==> src/rtl/uart_pkg.sv <==
// Constants and state encoding shared by the UART transmitter and receiver.
// Both ends of the link must agree on framing, so they live in one place.
package uart_pkg;

  localparam int DEFAULT_CLKS_PER_BIT = 10416;
  localparam int DATA_BITS            = 8;
  localparam int BIT_IDX_W            = $clog2(DATA_BITS);

  localparam logic START_BIT = 1'b0;
  localparam logic STOP_BIT  = 1'b1;

  typedef enum logic [2:0] {
    ST_IDLE      = 3'd0,
    ST_START     = 3'd1,
    ST_DATA      = 3'd2,
    ST_STOP      = 3'd3,
    ST_WAIT_IDLE = 3'd4
  } rx_state_e;

  // Count at which the start bit is re-checked: the middle of the bit.
  function automatic int half_bit_last(input int clks_per_bit);
    return clks_per_bit / 2 - 1;
  endfunction

endpackage

==> src/rtl/uart_rx_if.sv <==
// Byte-side interface of the UART receiver: valid/ready holding register
// plus the framing-error and overrun status flags.
interface uart_rx_if;
  import uart_pkg::*;

  logic [DATA_BITS-1:0] data_out;
  logic                 data_valid;
  logic                 data_ready;
  logic                 frame_err;
  logic                 overrun;

  modport master (
    output data_out,
    output data_valid,
    output frame_err,
    output overrun,
    input  data_ready
  );

  modport slave (
    input  data_out,
    input  data_valid,
    input  frame_err,
    input  overrun,
    output data_ready
  );

endinterface

==> src/rtl/uart_rx_sync.sv <==
// Two-flop synchroniser for the asynchronous RxD line. Resets to the idle
// (high) level so a reset never manufactures a start bit.
module uart_rx_sync (
  input  logic clk,
  input  logic reset,
  input  logic i_async,
  output logic o_sync
);

  logic [1:0] r_sync;

  // NOTE: clocked state uses non-blocking assignments so both flops sample
  // their inputs from before the edge, giving a true two-stage shift.
  always_ff @(posedge clk) begin
    if (!reset) begin
      r_sync <= 2'b11;
    end else begin
      r_sync <= {r_sync[0], i_async};
    end
  end

  assign o_sync = r_sync[1];

endmodule

==> src/rtl/uart_rx.sv <==
// 8N1 UART receiver: synchronised RxD, mid-bit sampling, stop-bit check,
// and a one-entry valid/ready holding register with overrun flag.
module uart_rx
  import uart_pkg::*;
#(
  parameter int CLKS_PER_BIT = DEFAULT_CLKS_PER_BIT,  // minimum 4
  parameter int CNT_W        = 14                     // 2**CNT_W > CLKS_PER_BIT
) (
  input  logic      clk,
  input  logic      reset,
  input  logic      RxD,
  uart_rx_if.master bus
);

  localparam logic [CNT_W-1:0]     LP_HALF_LAST = CNT_W'(half_bit_last(CLKS_PER_BIT));
  localparam logic [CNT_W-1:0]     LP_BIT_LAST  = CNT_W'(CLKS_PER_BIT - 1);
  localparam logic [BIT_IDX_W-1:0] LP_IDX_LAST  = BIT_IDX_W'(DATA_BITS - 1);

  logic w_rx_s;

  rx_state_e              r_state,   w_state_nxt;
  logic [CNT_W-1:0]       r_cnt,     w_cnt_nxt;
  logic [BIT_IDX_W-1:0]   r_bit_idx, w_bit_idx_nxt;
  logic [DATA_BITS-1:0]   r_shift,   w_shift_nxt;
  logic                   w_byte_done;
  logic                   w_frame_bad;

  logic [DATA_BITS-1:0]   r_data_out;
  logic                   r_data_valid;
  logic                   r_frame_err;
  logic                   r_overrun;

  uart_rx_sync u_sync (
    .clk     (clk),
    .reset   (reset),
    .i_async (RxD),
    .o_sync  (w_rx_s)
  );

  always_ff @(posedge clk) begin
    if (!reset) begin
      r_state   <= ST_IDLE;
      r_cnt     <= '0;
      r_bit_idx <= '0;
      r_shift   <= '0;
    end else begin
      r_state   <= w_state_nxt;
      r_cnt     <= w_cnt_nxt;
      r_bit_idx <= w_bit_idx_nxt;
      r_shift   <= w_shift_nxt;
    end
  end

  // NOTE: every output of this block gets a default first, so no path
  // through the case leaves a signal unassigned and no latch is inferred.
  always_comb begin
    w_state_nxt   = r_state;
    w_cnt_nxt     = r_cnt;
    w_bit_idx_nxt = r_bit_idx;
    w_shift_nxt   = r_shift;
    w_byte_done   = 1'b0;
    w_frame_bad   = 1'b0;

    case (r_state)
      ST_IDLE: begin
        w_cnt_nxt = '0;
        if (w_rx_s == START_BIT) w_state_nxt = ST_START;
      end

      ST_START: begin
        if (r_cnt == LP_HALF_LAST) begin
          w_cnt_nxt     = '0;
          w_bit_idx_nxt = '0;
          w_state_nxt   = (w_rx_s == START_BIT) ? ST_DATA : ST_IDLE;
        end else begin
          w_cnt_nxt = r_cnt + CNT_W'(1);
        end
      end

      ST_DATA: begin
        if (r_cnt == LP_BIT_LAST) begin
          w_cnt_nxt   = '0;
          w_shift_nxt = {w_rx_s, r_shift[DATA_BITS-1:1]};
          if (r_bit_idx == LP_IDX_LAST) begin
            w_state_nxt = ST_STOP;
          end else begin
            w_bit_idx_nxt = r_bit_idx + BIT_IDX_W'(1);
          end
        end else begin
          w_cnt_nxt = r_cnt + CNT_W'(1);
        end
      end

      ST_STOP: begin
        if (r_cnt == LP_BIT_LAST) begin
          w_cnt_nxt = '0;
          if (w_rx_s == STOP_BIT) begin
            w_byte_done = 1'b1;
            w_state_nxt = ST_IDLE;
          end else begin
            w_frame_bad = 1'b1;
            w_state_nxt = ST_WAIT_IDLE;
          end
        end else begin
          w_cnt_nxt = r_cnt + CNT_W'(1);
        end
      end

      // A held-low line (break) must not be re-read as a string of starts.
      ST_WAIT_IDLE: begin
        w_cnt_nxt = '0;
        if (w_rx_s == STOP_BIT) w_state_nxt = ST_IDLE;
      end

      default: begin
        w_state_nxt = ST_IDLE;
        w_cnt_nxt   = '0;
      end
    endcase
  end

  // Holding register: a new byte may replace one being consumed this cycle.
  always_ff @(posedge clk) begin
    if (!reset) begin
      r_data_out   <= '0;
      r_data_valid <= 1'b0;
      r_frame_err  <= 1'b0;
      r_overrun    <= 1'b0;
    end else begin
      r_frame_err <= w_frame_bad;
      if (w_byte_done) begin
        if (!r_data_valid || bus.data_ready) begin
          r_data_out   <= r_shift;
          r_data_valid <= 1'b1;
        end else begin
          r_overrun <= 1'b1;
        end
      end else if (r_data_valid && bus.data_ready) begin
        r_data_valid <= 1'b0;
      end
    end
  end

  assign bus.data_out   = r_data_out;
  assign bus.data_valid = r_data_valid;
  assign bus.frame_err  = r_frame_err;
  assign bus.overrun    = r_overrun;

endmodule
==> src/flat_wrapper.sv <==
// flat-port wrapper written by rule: the top's interface ports become plain ports
module uart_rx_flat import uart_pkg::*;
#(
  parameter int CLKS_PER_BIT = DEFAULT_CLKS_PER_BIT,              
  parameter int CNT_W        = 14                                               
)
  (clk, reset, RxD, bus_data_out, bus_data_valid, bus_frame_err, bus_overrun, bus_data_ready);
  uart_rx_if bus_i ();
  input  logic clk;
  input  logic reset;
  input  logic RxD;
  output wire logic [$bits(bus_i.data_out)-1:0] bus_data_out;
  output wire logic [$bits(bus_i.data_valid)-1:0] bus_data_valid;
  output wire logic [$bits(bus_i.frame_err)-1:0] bus_frame_err;
  output wire logic [$bits(bus_i.overrun)-1:0] bus_overrun;
  input wire logic [$bits(bus_i.data_ready)-1:0] bus_data_ready;
  assign bus_data_out = bus_i.data_out;
  assign bus_data_valid = bus_i.data_valid;
  assign bus_frame_err = bus_i.frame_err;
  assign bus_overrun = bus_i.overrun;
  assign bus_i.data_ready = bus_data_ready;
  uart_rx #(.CLKS_PER_BIT(CLKS_PER_BIT), .CNT_W(CNT_W)) u_core (.clk(clk), .reset(reset), .RxD(RxD), .bus(bus_i));
endmodule
==> config.mk <==
export PLATFORM = sky130hd
export DESIGN_NAME = uart_rx_flat
export DESIGN_NICKNAME = d
export VERILOG_FILES = /design/src/rtl/uart_pkg.sv /design/src/rtl/uart_rx_if.sv /design/src/rtl/uart_rx_sync.sv /design/src/rtl/uart_rx.sv /design/src/flat_wrapper.sv
export SDC_FILE = /design/constraint.sdc
export NUM_CORES = 1
export LEC_CHECK = 0
export BUFFER_PORTS_ARGS = -buffer_cell sky130_fd_sc_hd__buf_4
export CAP_MARGIN = 20
export CORE_MARGIN = 4
export CORE_UTILIZATION = 51
export CTS_CLUSTER_DIAMETER = 120
export CTS_CLUSTER_SIZE = 28
export DETAILED_ROUTE_END_ITERATION = 10
export PLACE_DENSITY = 0.71
export SETUP_SLACK_MARGIN = 0.1
export SLEW_MARGIN = 20
export SYNTH_ARGS = -nofsm -noshare
export SYNTH_HDL_FRONTEND = slang
export SYNTH_HIERARCHICAL = 1
export SYNTH_SLANG_ARGS = --single-unit
==> constraint.sdc <==
create_clock -name clk -period 2 [get_ports clk]
set_clock_uncertainty 0.1 [all_clocks]
set_input_delay 0.1 -clock clk [delete_from_list [all_inputs] [get_ports clk]]
set_output_delay 0.1 -clock clk [all_outputs]
set_load 0.005 [all_outputs]
## Yosys cells after proc, flatten, opt, wreduce, memory -nomap -nowiden

Cells that the tools add are included.

- Register bits after elaboration: 41
- Bits in latches: 0
- Memory bits (writable): 0
- Memory bits (read-only): 0
- Input port bits: 4
- Output and inout bits: 11
- Logic and storage cells: 64
- Memories: 0

- $add $sub $neg: 2
- Multiply operators: 0
- Divide/modulo/power cells: 0
- Order comparisons: 0
- Eq/ne operators: 15
- Shift-type cells: 0
- Muxes and demuxes: 23
- Bitwise operators: 1
- Reductions and logical operators: 14

Operator list:

| kind | number |
|---|---|
| $mux 3 | 10 |
| $mux 14 | 2 |
| $pmux 14 s2 | 1 |
| $pmux 3 s5 | 1 |
| $add 14x1->14 const B | 1 |
| $eq 14x13->1 const B | 1 |
| $eq 14x14->1 const B | 1 |
| $ne 2x1->1 const B | 4 |
| $ne 2x2->1 const B | 4 |
| $reduce_and 2->1 | 4 |
| $mux 1 | 7 |
| $eq 3x2->1 const B | 2 |
| $eq 3x3->1 const B | 2 |
| $pmux 3 s2 | 1 |
| $reduce_and 6->1 | 1 |
| $reduce_and 4->1 | 1 |
| $reduce_bool 2->1 | 2 |
| $add 3x1->3 const B | 1 |
| $eq 3x1->1 const B | 1 |
| $logic_not 3->1 | 1 |
| $reduce_and 3->1 | 1 |
| $mux 2 | 1 |
| $reduce_or 2->1 | 1 |
| $logic_and 1x1->1 | 1 |
| other kinds (3) | 3 |

## Depth between registers and ports, before layout

Gate-level depths: netlist (run 1).

- Depth after elaboration: 5
- Mapped depth: 6
- Depth with buffers taken out: 5

## Hierarchy

The synthesis (run 1) kept the hierarchy.

By module, submodules not included:

| module | instances | cells an instance | area an instance (µm²) | sequential area each (µm²) |
|---|---|---|---|---|
| uart_rx | 1 | 206 | 1,864.3 | 780.7 |
| uart_rx_sync | 1 | 4 | 52.6 | 40.0 |

## Worst setup path after synthesis (run 1)

OpenSTA, ideal clock, no wires.

- Path type: register to register
- Start: reg u_core.r_cnt[0]
- End: reg u_core.r_cnt[10]
- Setup time: 0.130 ns
- Arrival: 1.614 ns
- Data required time: 1.770 ns
- Slack: 0.156 ns
- Stages on the path, launching flop included: 7
- Buffers on the path: 1
- Clock period less this slack: 1.844 ns
- Cells stage by stage: dfxtp_1 -> ha_1 -> and3_2 -> nand4_4 -> a22oi_2 -> buf_2 -> nor3_1

- Cells in the longest elaborated chain, start to end: 3
- Elaborated cells on any way between the ends: 6
- Those cells by class: 1 x add/sub; 2 x eq/ne; 3 x mux

RTL lines:

| element | RTL line | text |
|---|---|---|
| start, declared | uart_rx.sv:22 | `logic [CNT_W-1:0] r_cnt, w_cnt_nxt;` |
| start signal, assigned | uart_rx.sv:48 | `r_cnt <= w_cnt_nxt;` |
| $add 14x1->14 (tied with other cells) | uart_rx.sv:76, uart_rx.sv:90, uart_rx.sv:105 |  |
| $mux 14, on equally long branches | uart_rx.sv:81, uart_rx.sv:95, uart_rx.sv:71 |  |
| $pmux 14 s2 * | uart_rx.sv:64 | `case (r_state)` |

Every way passes the cells marked *; elsewhere a longest branch is shown, timed or not.
A chain may end at the register's enable or synchronous reset.

## Final worst setup path (run 1)

- Start: reg u_core.r_cnt[0]
- End: reg u_core.r_state[0]

- Cells in the longest elaborated chain, start to end: 3
- Elaborated cells on any way between the ends: 6
- Those cells by class: 5 x eq/ne; 1 x reduce/logical

RTL lines:

| element | RTL line | text |
|---|---|---|
| $eq 14x14->1 or $eq 14x13->1 (tied branches) | uart_rx.sv:81, uart_rx.sv:95, uart_rx.sv:71 |  |
| $ne 2x1->1 (no line) | -- |  |
| $reduce_and 6->1 (no line) * | -- |  |
| end signal, assigned | uart_rx.sv:47 | `r_state <= w_state_nxt;` |
| end, declared | uart_rx.sv:21 | `rx_state_e r_state, w_state_nxt;` |

Marked as above.

==> summary.md, run 1 <==
| Metric | Value |
|---|---|
| Mapped Area | 1920 um2 |
| Clock Path Buffers | 2 |
| RSZ-0062 raised after global routing | yes |
| WP data required | 2.12 ns |
| H-tree depth | 2 |
| Tmin final | 1.81 ns |
| Count of final hold-check violations | 0 |
| Total power draw | 0.00169 W |
| Crit path DAT | 1.94 ns |
| Setup Fix Bufs, Post-CTS | 0 |
| Die width | 69.3 um |
| Vias in the first global route | 1393 |
| Initial antenna violation count | 0 |
| Ys Warns | 6 |
| CORE AREA | 3630 um2 |
| Slew Limit Headroom | 65.6% |
| Max Cap Viol | 0 |
| Cts bufs inserted | 5 |
| CTS root buffer | clkbuf_8 |
| IO buf count | 14 |
| Crit end category | register |
| #FFs+latches synth | 41 |
| Die area | 4800 um2 |
| Worst-Margin Slew | 0.516 ns |
| Share of layout cells above drive strength 1 | 22.0% |
| Clock-pin slew of the registers on the worst-case setup and hold paths | 0.08 ns |
| Standard-cell row count | 22 |
| Number of flops mapped to enable cells by yosys | 0 |
| HPWL Detailed | 2420 um |
| Synth async-reset ratio | 0% |
| Total track usage | 15.8% |
| Post-synth top flop | dfxtp_1 |
| Hold Startpoint | bus_data_ready |
| Sum Neg Setup Slack | 0 ns |
| Hold WC Path Type | in -> reg |
| Crit path kind | reg -> reg |
| Clk_lat worst skew | 0.29 ns |
| Crit path largest cell delay | 0.40 ns |
| Post-Syn Nets | 218 |
| CTS tree | built |
| Setup-failing EPs final | 0 |
| Routed wire length per instance | 13.1 um |
| Drt drc | 0 |
| Number of routed nets with antenna violations | 0 |
| # fillers | 336 |
| Number of DRC violations after detailed-routing iteration 0 | 75 |
| Max-slew violation count | 0 |
| Synth Instances | 210 |
| Die Ht | 69.3 um |
| Status | complete, no violations |
| IO Pins | 15 |
| Worst IR drop on VDD | 0.000556 V |
| Post-synthesis sequential area ratio | 42.8% |
| First-pass GRT wire length | 6310 um |
| LEAKAGE | 0.738 nW |
| Hold_ws | 0.0338 ns |
| Vias | 1527 |
| Crit-path max FO | 11 |
| Clock Sink Count | 41 |
| Via/cell ratio | 5.55 |
| Worst R2R Path Depth | 6 |
| Worst hold path stage count | 3 |
| Power Density | 759 nW/um2 |
| Detailed Routing Iterations Pass 1 | 4 |
| Setup crit start | u_core/r_cnt[0]$_SDFF_PN0_ |
| Fin crit share | 90.5% |
| Synth unique cells | 41 |
| Origin of the critical flop-to-flop path | u_core/r_cnt[0]$_SDFF_PN0_ |
| Final nets | 234 |
| Pin count of the biggest net entering global routing | 28 |
| Critical path launch point type | register |
| Slowest CP cell | dfxtp_1 |
| Achievable clock frequency | 0.552 GHz |
| Synth Area per Inst | 9.13 um2 |
| Drt total wl | 3600 um |
| Initial Util | 52.8% |
| Worst path cell trace | ha_1 > and3_2 > nand4_4 > a22oi_2 > buf_4 > mux2i_1 |
| Total grt overflow | 0 |
| Diode count | 0 |
| GPL Wtd Cong | 0.864 |
| Area growth from synthesis to layout | 16.2% |
per-stage QoR:
step | setup WS, ns | cell area (um2) | instances | util, %
after floorplan | 0.156 | 1920 | 210 | -
after global placement | 0.166 | 2060 | 266 | 56.8
after detailed placement | 0.110 | 2060 | 266 | 56.8
after CTS | 0.140 | 2210 | 275 | 60.9
after global routing | 0.0450 | 2230 | 275 | 61.3
final | 0.189 | 2230 | 275 | 61.3
Yosys cell counts (5+ instances only):
cell type / number / share of area [%]
a21oi_1: 12 / 3.1
clkbuf_1: 9 / 1.8
dfxtp_1: 41 / 43
mux2i_1: 12 / 6.3
nand2_1: 25 / 4.9
nand3_1: 18 / 4.7
nor2_1: 8 / 1.6
nor3_1: 13 / 3.4
o21ai_0: 10 / 2.6
or3_1: 5 / 1.6
xnor2_1: 6 / 2.7
flip-flops by register name, summed over array words and instances (netlist names), 2 cells and up:
name	flops
u_core/r_cnt	14
u_core/bus.data_out	8
u_core/r_shift	8
u_core/r_bit_idx	3
u_core/r_state	3
u_core/u_sync/r_sync	2
critical path, delay by kind of cell, from the launching register on:
kind / cells / cell delay (ns)
AND/OR/NAND/NOR: 2 / 0.40
AO/OA/AOI/OAI: 1 / 0.26
adder cells (fa/ha/maj): 1 / 0.18
flip-flops: 1 / 0.40
multiplexers: 1 / 0.18
buffers and inverters: 1 / 0.22
layout make-up:
cell class,instances,area (um2),share of cell area [%]
multi-input cells,154,1020,46.0
repair buffers,23,175,7.87
inverters,1,3.75,0.169
well taps,48,60.1,2.70
clock inverters,3,68.8,3.09
flip-flops and latches,41,827,37.1
clock buffers,5,68.8,3.09
routing by layer:
metal	wire length [um]	global-route usage (%)	up-vias	part of all wire, %
met5	0	0	-	0
met4	37	5.21	0	1.0
met3	166	5.22	4	4.6
met2	1540	23.2	28	43
met1	1850	21.7	711	51
li1	-	-	784	-
final timing paths:
kind / to / slack, ns
min reg2reg: u_core/u_sync/r_sync[1]$_SDFF_PN1_ / 0.31
min: u_core/bus.overrun$_SDFFE_PN0P_ / 0.03
max: u_core/r_state[0]$_SDFFE_PN0P_ / 0.19
max reg2reg: u_core/r_state[0]$_SDFFE_PN0P_ / 0.19
cells in the final DEF, fill, tap and decap left out, types with 6 or more instances in the layout:
master,instances
a21oi_1,12
buf_4,22
dfxtp_1,36
mux2i_1,12
nand2_1,25
nand3_1,18
nor2_1,8
nor3_1,13
o21ai_0,10
xnor2_1,6
power by group:
part	switching (W)	leakage (nW)	internal, W
clock network	0.000285	0.0687	0.000502
registers	0.00000629	0.333	0.000820
logic	0.0000494	0.336	0.0000278
total	0.000341	0.738	0.00135
cells by family (layout without fill, tap and decap cells):
group / count (synthesis) / in the layout / share of synthesized area [%]
simple gates: 99 / 99 / 30.1
buf+inv: 15 / 32 / 4.24
fa+ha+maj: 4 / 4 / 2.61
mux: 12 / 12 / 6.27
flops: 41 / 41 / 42.8
xor+xnor: 9 / 9 / 4.11
compound gates: 30 / 30 / 9.86
timing repair:
action | in CTS | in global routing
gates cloned | 0 | 0
hold buffers | 1 | 0
pin swaps | 0 | 0
endpoints found under the hold margin | 1 | 0
gates resized for setup | 1 | 6
endpoints found under the setup margin | 1 | 19
No activity file was read; power rests on OpenSTA's default activity.
==> inputs of run 2 (changes only) <==
--- a/config.mk
+++ b/config.mk
@@ -5,14 +5,15 @@
 export SDC_FILE = /design/constraint.sdc
 export NUM_CORES = 1
 export LEC_CHECK = 0
+export ABC_CLOCK_PERIOD_IN_PS = 1700
 export BUFFER_PORTS_ARGS = -buffer_cell sky130_fd_sc_hd__buf_4
 export CAP_MARGIN = 20
 export CORE_MARGIN = 4
-export CORE_UTILIZATION = 51
+export CORE_UTILIZATION = 46
 export CTS_CLUSTER_DIAMETER = 120
 export CTS_CLUSTER_SIZE = 28
 export DETAILED_ROUTE_END_ITERATION = 10
-export PLACE_DENSITY = 0.71
+export PLACE_DENSITY = 0.66
 export SETUP_SLACK_MARGIN = 0.1
 export SLEW_MARGIN = 20
 export SYNTH_ARGS = -nofsm -noshare
==> constraint.sdc (replaced) <==
create_clock -name clk -period 1.7 [get_ports clk]
set_clock_uncertainty 0.1 [all_clocks]
set_input_delay 0.085 -clock clk [delete_from_list [all_inputs] [get_ports clk]]
set_output_delay 0.085 -clock clk [all_outputs]
set_load 0.005 [all_outputs]
==> run 2 against run 1 <==
  * Power up 9.9%
  * Global-route usage increased by 0.45 points
  * Worst setup slack lost 0.13 ns
  * Register-to-register slack worse by 0.13 ns
==> summary.md, run 2 (synthesis gave the netlist of run 1 again) <==
| Metric | Value |
|---|---|
| Status | complete, no violations |
| Worst-Margin Slew | 0.571 ns |
| Clock Sink Count | 41 |
| Drt drc | 0 |
| Vias in the first global route | 1463 |
| Critical path launch point type | register |
| Total power draw | 0.00186 W |
| Total track usage | 16.2% |
| HPWL Detailed | 2750 um |
| Crit end category | register |
| Cts bufs inserted | 5 |
| LEAKAGE | 0.828 nW |
| Hold Startpoint | reset |
| Die Ht | 72.6 um |
| Max-slew violation count | 0 |
| Area growth from synthesis to layout | 29.3% |
| Crit path kind | reg -> reg |
| IO buf count | 14 |
| Routed wire length per instance | 13.9 um |
| Count of final hold-check violations | 0 |
| H-tree depth | 2 |
| Setup crit start | u_core/r_cnt[1]$_SDFF_PN0_ |
| Tmin final | 1.64 ns |
| Hold WC Path Type | in -> reg |
| CTS tree | built |
| Total grt overflow | 0 |
| Commonest non-fill, non-tap cell in the layout | buf_4 |
| Vias | 1616 |
| Clk_lat worst skew | 0.29 ns |
| Largest Register | u_core/r_cnt |
| Clock-pin slew of the registers on the worst-case setup and hold paths | 0.08 ns |
| Power Density | 750 nW/um2 |
| Final nets | 251 |
| Max Cap Viol | 0 |
| Drt total wl | 4080 um |
| Diode count | 0 |
| Number of routed nets with antenna violations | 0 |
| Initial Util | 47.6% |
| Setup-failing EPs final | 0 |
| RSZ-0062 raised after global routing | yes |
| Via/cell ratio | 5.50 |
| Crit path DAT | 1.77 ns |
| IO Pins | 15 |
| Detailed Routing Iterations Pass 1 | 4 |
| Hold_ws | 0.115 ns |
| Slew Limit Headroom | 62.0% |
| CORE AREA | 4030 um2 |
| CTS root buffer | clkbuf_8 |
| WP data required | 1.83 ns |
| Standard-cell row count | 23 |
| GPL Wtd Cong | 0.893 |
| First-pass GRT wire length | 6760 um |
| Clock Path Buffers | 2 |
| Share of layout cells above drive strength 1 | 35.7% |
| Number of DRC violations after detailed-routing iteration 0 | 70 |
| Pin count of the biggest net entering global routing | 28 |
| Largest register FFs | 14 |
| Die area | 5260 um2 |
| Most frequent cells in the layout | buf_4 (36), dfxtp_1 (27), nand2_1 (25), nand3_1 (17) |
| Achievable clock frequency | 0.611 GHz |
| Final core occ | 61.5% |
| Crit-path max FO | 15 |
| Fin crit share | 96.3% |
| Worst IR drop on VDD | 0.000367 V |
| Origin of the critical flop-to-flop path | u_core/r_cnt[1]$_SDFF_PN0_ |
| Die width | 72.6 um |
| Initial antenna violation count | 0 |
run 2: cell types whose count changed in the layout (fill, tap and decap cells not counted), moves of 2 or more:
cell      previous run  this run
dfxtp_2              5         8
and3_4               0         2
dfxtp_4              0         6
nor4b_2              0         2
buf_12               0         2
nor4b_1              2         0
ha_4                 0         2
ha_1                 4         2
a211oi_1             2         0
buf_4               22        36
dfxtp_1             36        27
a211oi_2             1         3
run 2: report_power, final:
part | switching (W) | internal, W
combinational | 0.0000670 | 0.0000437
clock | 0.000346 | 0.000439
sequential | 0.00000672 | 0.000956
total | 0.000420 | 0.00144
run 2: cell type report:
cell class                      instances  area [um2]
Tap cell                               50        62.6
Timing Repair Buffer                   40         330
Inverter                                1        3.75
Multi-Input combinational cell        154        1110
Clock buffer                            5        68.8
Clock inverter                          3        46.3
Fill cell                             359        1550
Sequential cell                        41         853
run 2: through the flow:
| step | cell area, um2 | setup slack [ns] | cells | setup TNS, ns |
|---|---|---|---|---|
| 5_1_grt | 2480 | -0.0192 | 294 | -0.0260 |
| 6_report | 2480 | 0.0627 | 294 | 0 |
| 3_3_place_gp | 2230 | -0.0210 | 281 | -0.0216 |
| 4_1_cts | 2410 | 0.0592 | 292 | 0 |
| 3_5_place_dp | 2230 | -0.0334 | 281 | -0.305 |
| 2_1_floorplan | 1960 | 0.0710 | 210 | 0 |
run 2: worst max-delay path, cell delays in order, from the launching register on:
cell,delay (ns)
dfxtp_4,0.38
ha_4,0.14
and3_4,0.20
nand4_4,0.15
a22oi_2,0.24
buf_12,0.18
mux2i_1,0.17
run 2: final timing paths:
kind	to	slack (ns)	cells past startpoint
worst max register to register	u_core/r_state[0]$_SDFFE_PN0P_	0.06	6
worst min register to register	u_core/u_sync/r_sync[1]$_SDFF_PN1_	0.31	1
worst min-delay path	u_core/r_state[1]$_SDFFE_PN0P_	0.11	4
worst max-delay path	u_core/r_state[0]$_SDFFE_PN0P_	0.06	6
run 2: repair_timing:
item,CTS,global route
resized for setup,17,12
setup endpoints to repair,36,36
hold buffers,1,1
endpoints found under the hold margin,1,1
pin swaps,2,5
setup buffers,2,1
run 2: routing by layer:
metal	part of all wire [%]	track usage, %
met1	49	21.9
met2	45	24.4
met3	4.0	4.43
met4	1.9	6.56
met5	0	0
==> inputs of run 3 (changes only) <==
--- a/config.mk
+++ b/config.mk
@@ -5,7 +5,7 @@
 export SDC_FILE = /design/constraint.sdc
 export NUM_CORES = 1
 export LEC_CHECK = 0
-export ABC_CLOCK_PERIOD_IN_PS = 1700
+export ABC_CLOCK_PERIOD_IN_PS = 1720
 export BUFFER_PORTS_ARGS = -buffer_cell sky130_fd_sc_hd__buf_4
 export CAP_MARGIN = 20
 export CORE_MARGIN = 4
@@ -14,9 +14,7 @@
 export CTS_CLUSTER_SIZE = 28
 export DETAILED_ROUTE_END_ITERATION = 10
 export PLACE_DENSITY = 0.66
-export SETUP_SLACK_MARGIN = 0.1
 export SLEW_MARGIN = 20
 export SYNTH_ARGS = -nofsm -noshare
 export SYNTH_HDL_FRONTEND = slang
-export SYNTH_HIERARCHICAL = 1
 export SYNTH_SLANG_ARGS = --single-unit
==> constraint.sdc (replaced) <==
create_clock -name clk -period 1.72 [get_ports clk]
set_clock_uncertainty 0.1 [all_clocks]
set_input_delay 0.086 -clock clk [delete_from_list [all_inputs] [get_ports clk]]
set_output_delay 0.086 -clock clk [all_outputs]
set_load 0.005 [all_outputs]
==> run 3 against run 2 <==
  * The run now ends with setup timing left
  * Maximum frequency shrank 7.8%
  * Synthesized cell count shrank 12%
  * Design area shrank 3.6%
  * Utilization grew 2.8 points
  * Clock power shrank 21%
  * Flip-flop and latch count is the same
  * Cell count shrank 6.8%
  * Worst setup slack lost 0.12 ns
  * Via count shrank 11%
  * Register-to-register slack lost 0.12 ns
  * Area after synthesis shrank 5.7%
  * Clock-buffer cell count grew 1
  * Largest power group unchanged
==> summary.md, run 3 <==
| Metric | Value |
|---|---|
| Hold WC Path Type | in -> reg |
| RSZ-0062 raised after global routing | yes |
| Post-synth top flop | dfxtp_1 |
| Failing checks | setup timing |
| Multi-input combinational cell area | 1060 um2 |
| IO buf count | 14 |
| Crit. path cell count | 8 |
| Cts bufs inserted | 5 |
| Synth async-reset ratio | 0% |
| # fillers | 316 |
| Worst hold path stage count | 2 |
| Fin crit share | 103% |
| Clock Sink Count | 41 |
| CORE AREA | 3720 um2 |
| Die Ht | 70.7 um |
| Final Worst Setup Slack | -0.0559 ns |
| Most frequent cells in the layout | dfxtp_1 (38), buf_4 (32), nor2b_1 (20), mux2i_1 (20), nor2_1 (19) |
| IO Pins | 15 |
| Initial antenna violation count | 0 |
| Largest register FFs | 14 |
| Crit path kind | reg -> reg |
| Diode count | 0 |
| Via/cell ratio | 5.22 |
| #FFs+latches synth | 41 |
| Share of layout cells above drive strength 1 | 31.0% |
| Sum Neg Setup Slack | -1.07 ns |
| Commonest non-fill, non-tap cell in the layout | dfxtp_1 |
| Largest Register | u_core.r_cnt |
| List of most frequent post-synthesis cells | dfxtp_1 (41), mux2i_1 (20), nor2_1 (20), nor2b_1 (20) |
| Share of the synthesized area in the top cell type | 45.4% |
| Clock Path Buffers | 2 |
| Clk_lat worst skew | 0.28 ns |
| Hold Path End | u_core.u_sync.r_sync[0]$_SDFF_PN1_ |
| Final core occ | 64.3% |
| Total grt overflow | 0 |
| Worst reg2reg setup slack | -0.06 ns |
| DP Worst Slack | -0.112 ns |
| First-pass GRT wire length | 6110 um |
| Status | complete, but fails checks |
| Routed wire length per instance | 13.4 um |
| Worst IR drop on VDD | 0.000447 V |
| Max Cap Viol | 0 |
| Area growth from synthesis to layout | 32.2% |
| Drt drc | 0 |
| Final nets | 234 |
| Synth unique cells | 40 |
| Total track usage | 15.0% |
| Die width | 70.7 um |
| Register area | 830 um2 |
| Crit path DAT | 1.85 ns |
| H-tree depth | 2 |
| Detailed Routing Iterations Pass 1 | 4 |
| RR Endpoint | u_core.bus.data_out[4]$_SDFFE_PN0P_ |
| Achievable clock frequency | 0.563 GHz |
| Worst R2R Path Depth | 8 |
| CTS tree | built |
| Slew Limit Headroom | 74.1% |
| Placed insts | 262 |
| WP data required | 1.80 ns |
| Post-Syn Nets | 193 |
| Top post-synthesis cells by area | dfxtp_1 (45%), mux2i_1 (11%), nor2b_1 (6.9%) |
| Die area | 5000 um2 |
| Origin of the critical flop-to-flop path | u_core.r_cnt[0]$_SDFF_PN0_ |
| Critical path launch point type | register |
| Crit path largest cell delay | 0.38 ns |
| Standard-cell row count | 22 |
| Worst-Margin Slew | 0.388 ns |
| Crit end category | register |
| Number of flops mapped to enable cells by yosys | 0 |
| Hold_ws | 0.0256 ns |
| Count of final hold-check violations | 0 |
| Tmin final | 1.78 ns |
| Post-synthesis sequential area ratio | 45.4% |
| Crit-path max FO | 8 |
| Synth Area per Inst | 9.77 um2 |
| GPL Wtd Cong | 0.821 |
| Mapped Area | 1810 um2 |
| Most frequent cell after synthesis | dfxtp_1 |
| Clock-pin slew of the registers on the worst-case setup and hold paths | 0.07 ns |
| Vias in the first global route | 1434 |
| Worst path cell trace | ha_4 > and4_4 > nand4_4 > buf_6 > nor3_4 > buf_12 > mux2i_1 > nor2b_1 |
| HPWL Detailed | 2560 um |
| Setup-failing EPs final | 35 |
| CP bufs+invs | 2 |
| Synth Instances | 185 |
| Max-slew violation count | 0 |
| Hold Startpoint | reset |
| Vias | 1431 |
| Number of routed nets with antenna violations | 0 |
| Drt total wl | 3660 um |
| Number of DRC violations after detailed-routing iteration 0 | 96 |
| Power Density | 684 nW/um2 |
| Non-Filler Instances | 274 |
| Cell taking the most area after synthesis | dfxtp_1 |
| CTS root buffer | clkbuf_8 |
| Slowest CP cell | dfxtp_4 |
| Initial Util | 48.7% |
| CP top delay family | simple AND/OR/NAND/NOR gates |
| Ys Warns | 0 |
| LEAKAGE | 0.868 nW |
| Pin count of the biggest net entering global routing | 32 |
-- run 3: cell families after synthesis --
group	after synthesis	share of synthesized area, %
AO/OA/AOI/OAI	12	4.36
XOR/XNOR	12	5.81
adder cells (fa/ha/maj)	4	2.77
buffers and inverters	8	2.01
flip-flops	41	45.4
multiplexers	20	11.1
AND/OR/NAND/NOR	88	28.6
-- run 3: power by group --
group | internal, W | switching (W) | total (W)
Combinational | 0.0000303 | 0.0000270 | 0.0000572
Clock | 0.000318 | 0.000304 | 0.000622
Sequential | 0.000951 | 0.00000518 | 0.000956
Total | 0.00130 | 0.000336 | 0.00163
-- run 3: through the flow --
stage	power, W	instance area (um2)
floorplan	0.00101	1830
CTS	0.00165	2320
detailed placement	0.00103	2150
global route	0.00171	2390
global placement	0.00103	2150
finish	0.00163	2390
-- run 3: timing repair --
| action | in CTS | in global routing |
|---|---|---|
| pin swaps | 7 | 10 |
| resized for setup | 10 | 17 |
| hold buffers | 1 | 0 |
| hold endpoints to repair | 1 | 0 |
| setup endpoints to repair | 34 | 37 |
| setup buffers | 4 | 1 |
-- run 3: routing by layer --
layer	share of wire [%]	vias up	global-route usage [%]
li1	-	720	-
met1	41	681	17.4
met2	53	22	26.4
met3	3.6	8	3.98
met4	1.9	0	5.64
met5	0	-	0
-- run 3: final cells by class --
cell class	count	share of cell area [%]
Multi-Input combinational cell	136	44.2
Sequential cell	41	34.7
Timing Repair Buffer	40	14.5
Clock buffer	6	3.46
Tap cell	48	2.51
Inverter	2	0.314
Clock inverter	1	0.262
-- run 3: how the worst max path moves through the flow --
stage                                        start                             endpoint  slack [ns]
floorplan               u_core.r_cnt[0]$_SDFF_PN0_          u_core.r_cnt[10]$_SDFF_PN0_        0.01
global placement        u_core.r_cnt[0]$_SDFF_PN0_     u_core.r_bit_idx[0]$_SDFFE_PN0P_       -0.06
detailed placement      u_core.r_cnt[0]$_SDFF_PN0_     u_core.r_bit_idx[0]$_SDFFE_PN0P_       -0.11
CTS                     u_core.r_cnt[1]$_SDFF_PN0_     u_core.r_bit_idx[0]$_SDFFE_PN0P_       -0.10
global route        u_core.r_state[1]$_SDFFE_PN0P_  u_core.bus.data_out[6]$_SDFFE_PN0P_       -0.17
finish                  u_core.r_cnt[0]$_SDFF_PN0_  u_core.bus.data_out[4]$_SDFFE_PN0P_       -0.06
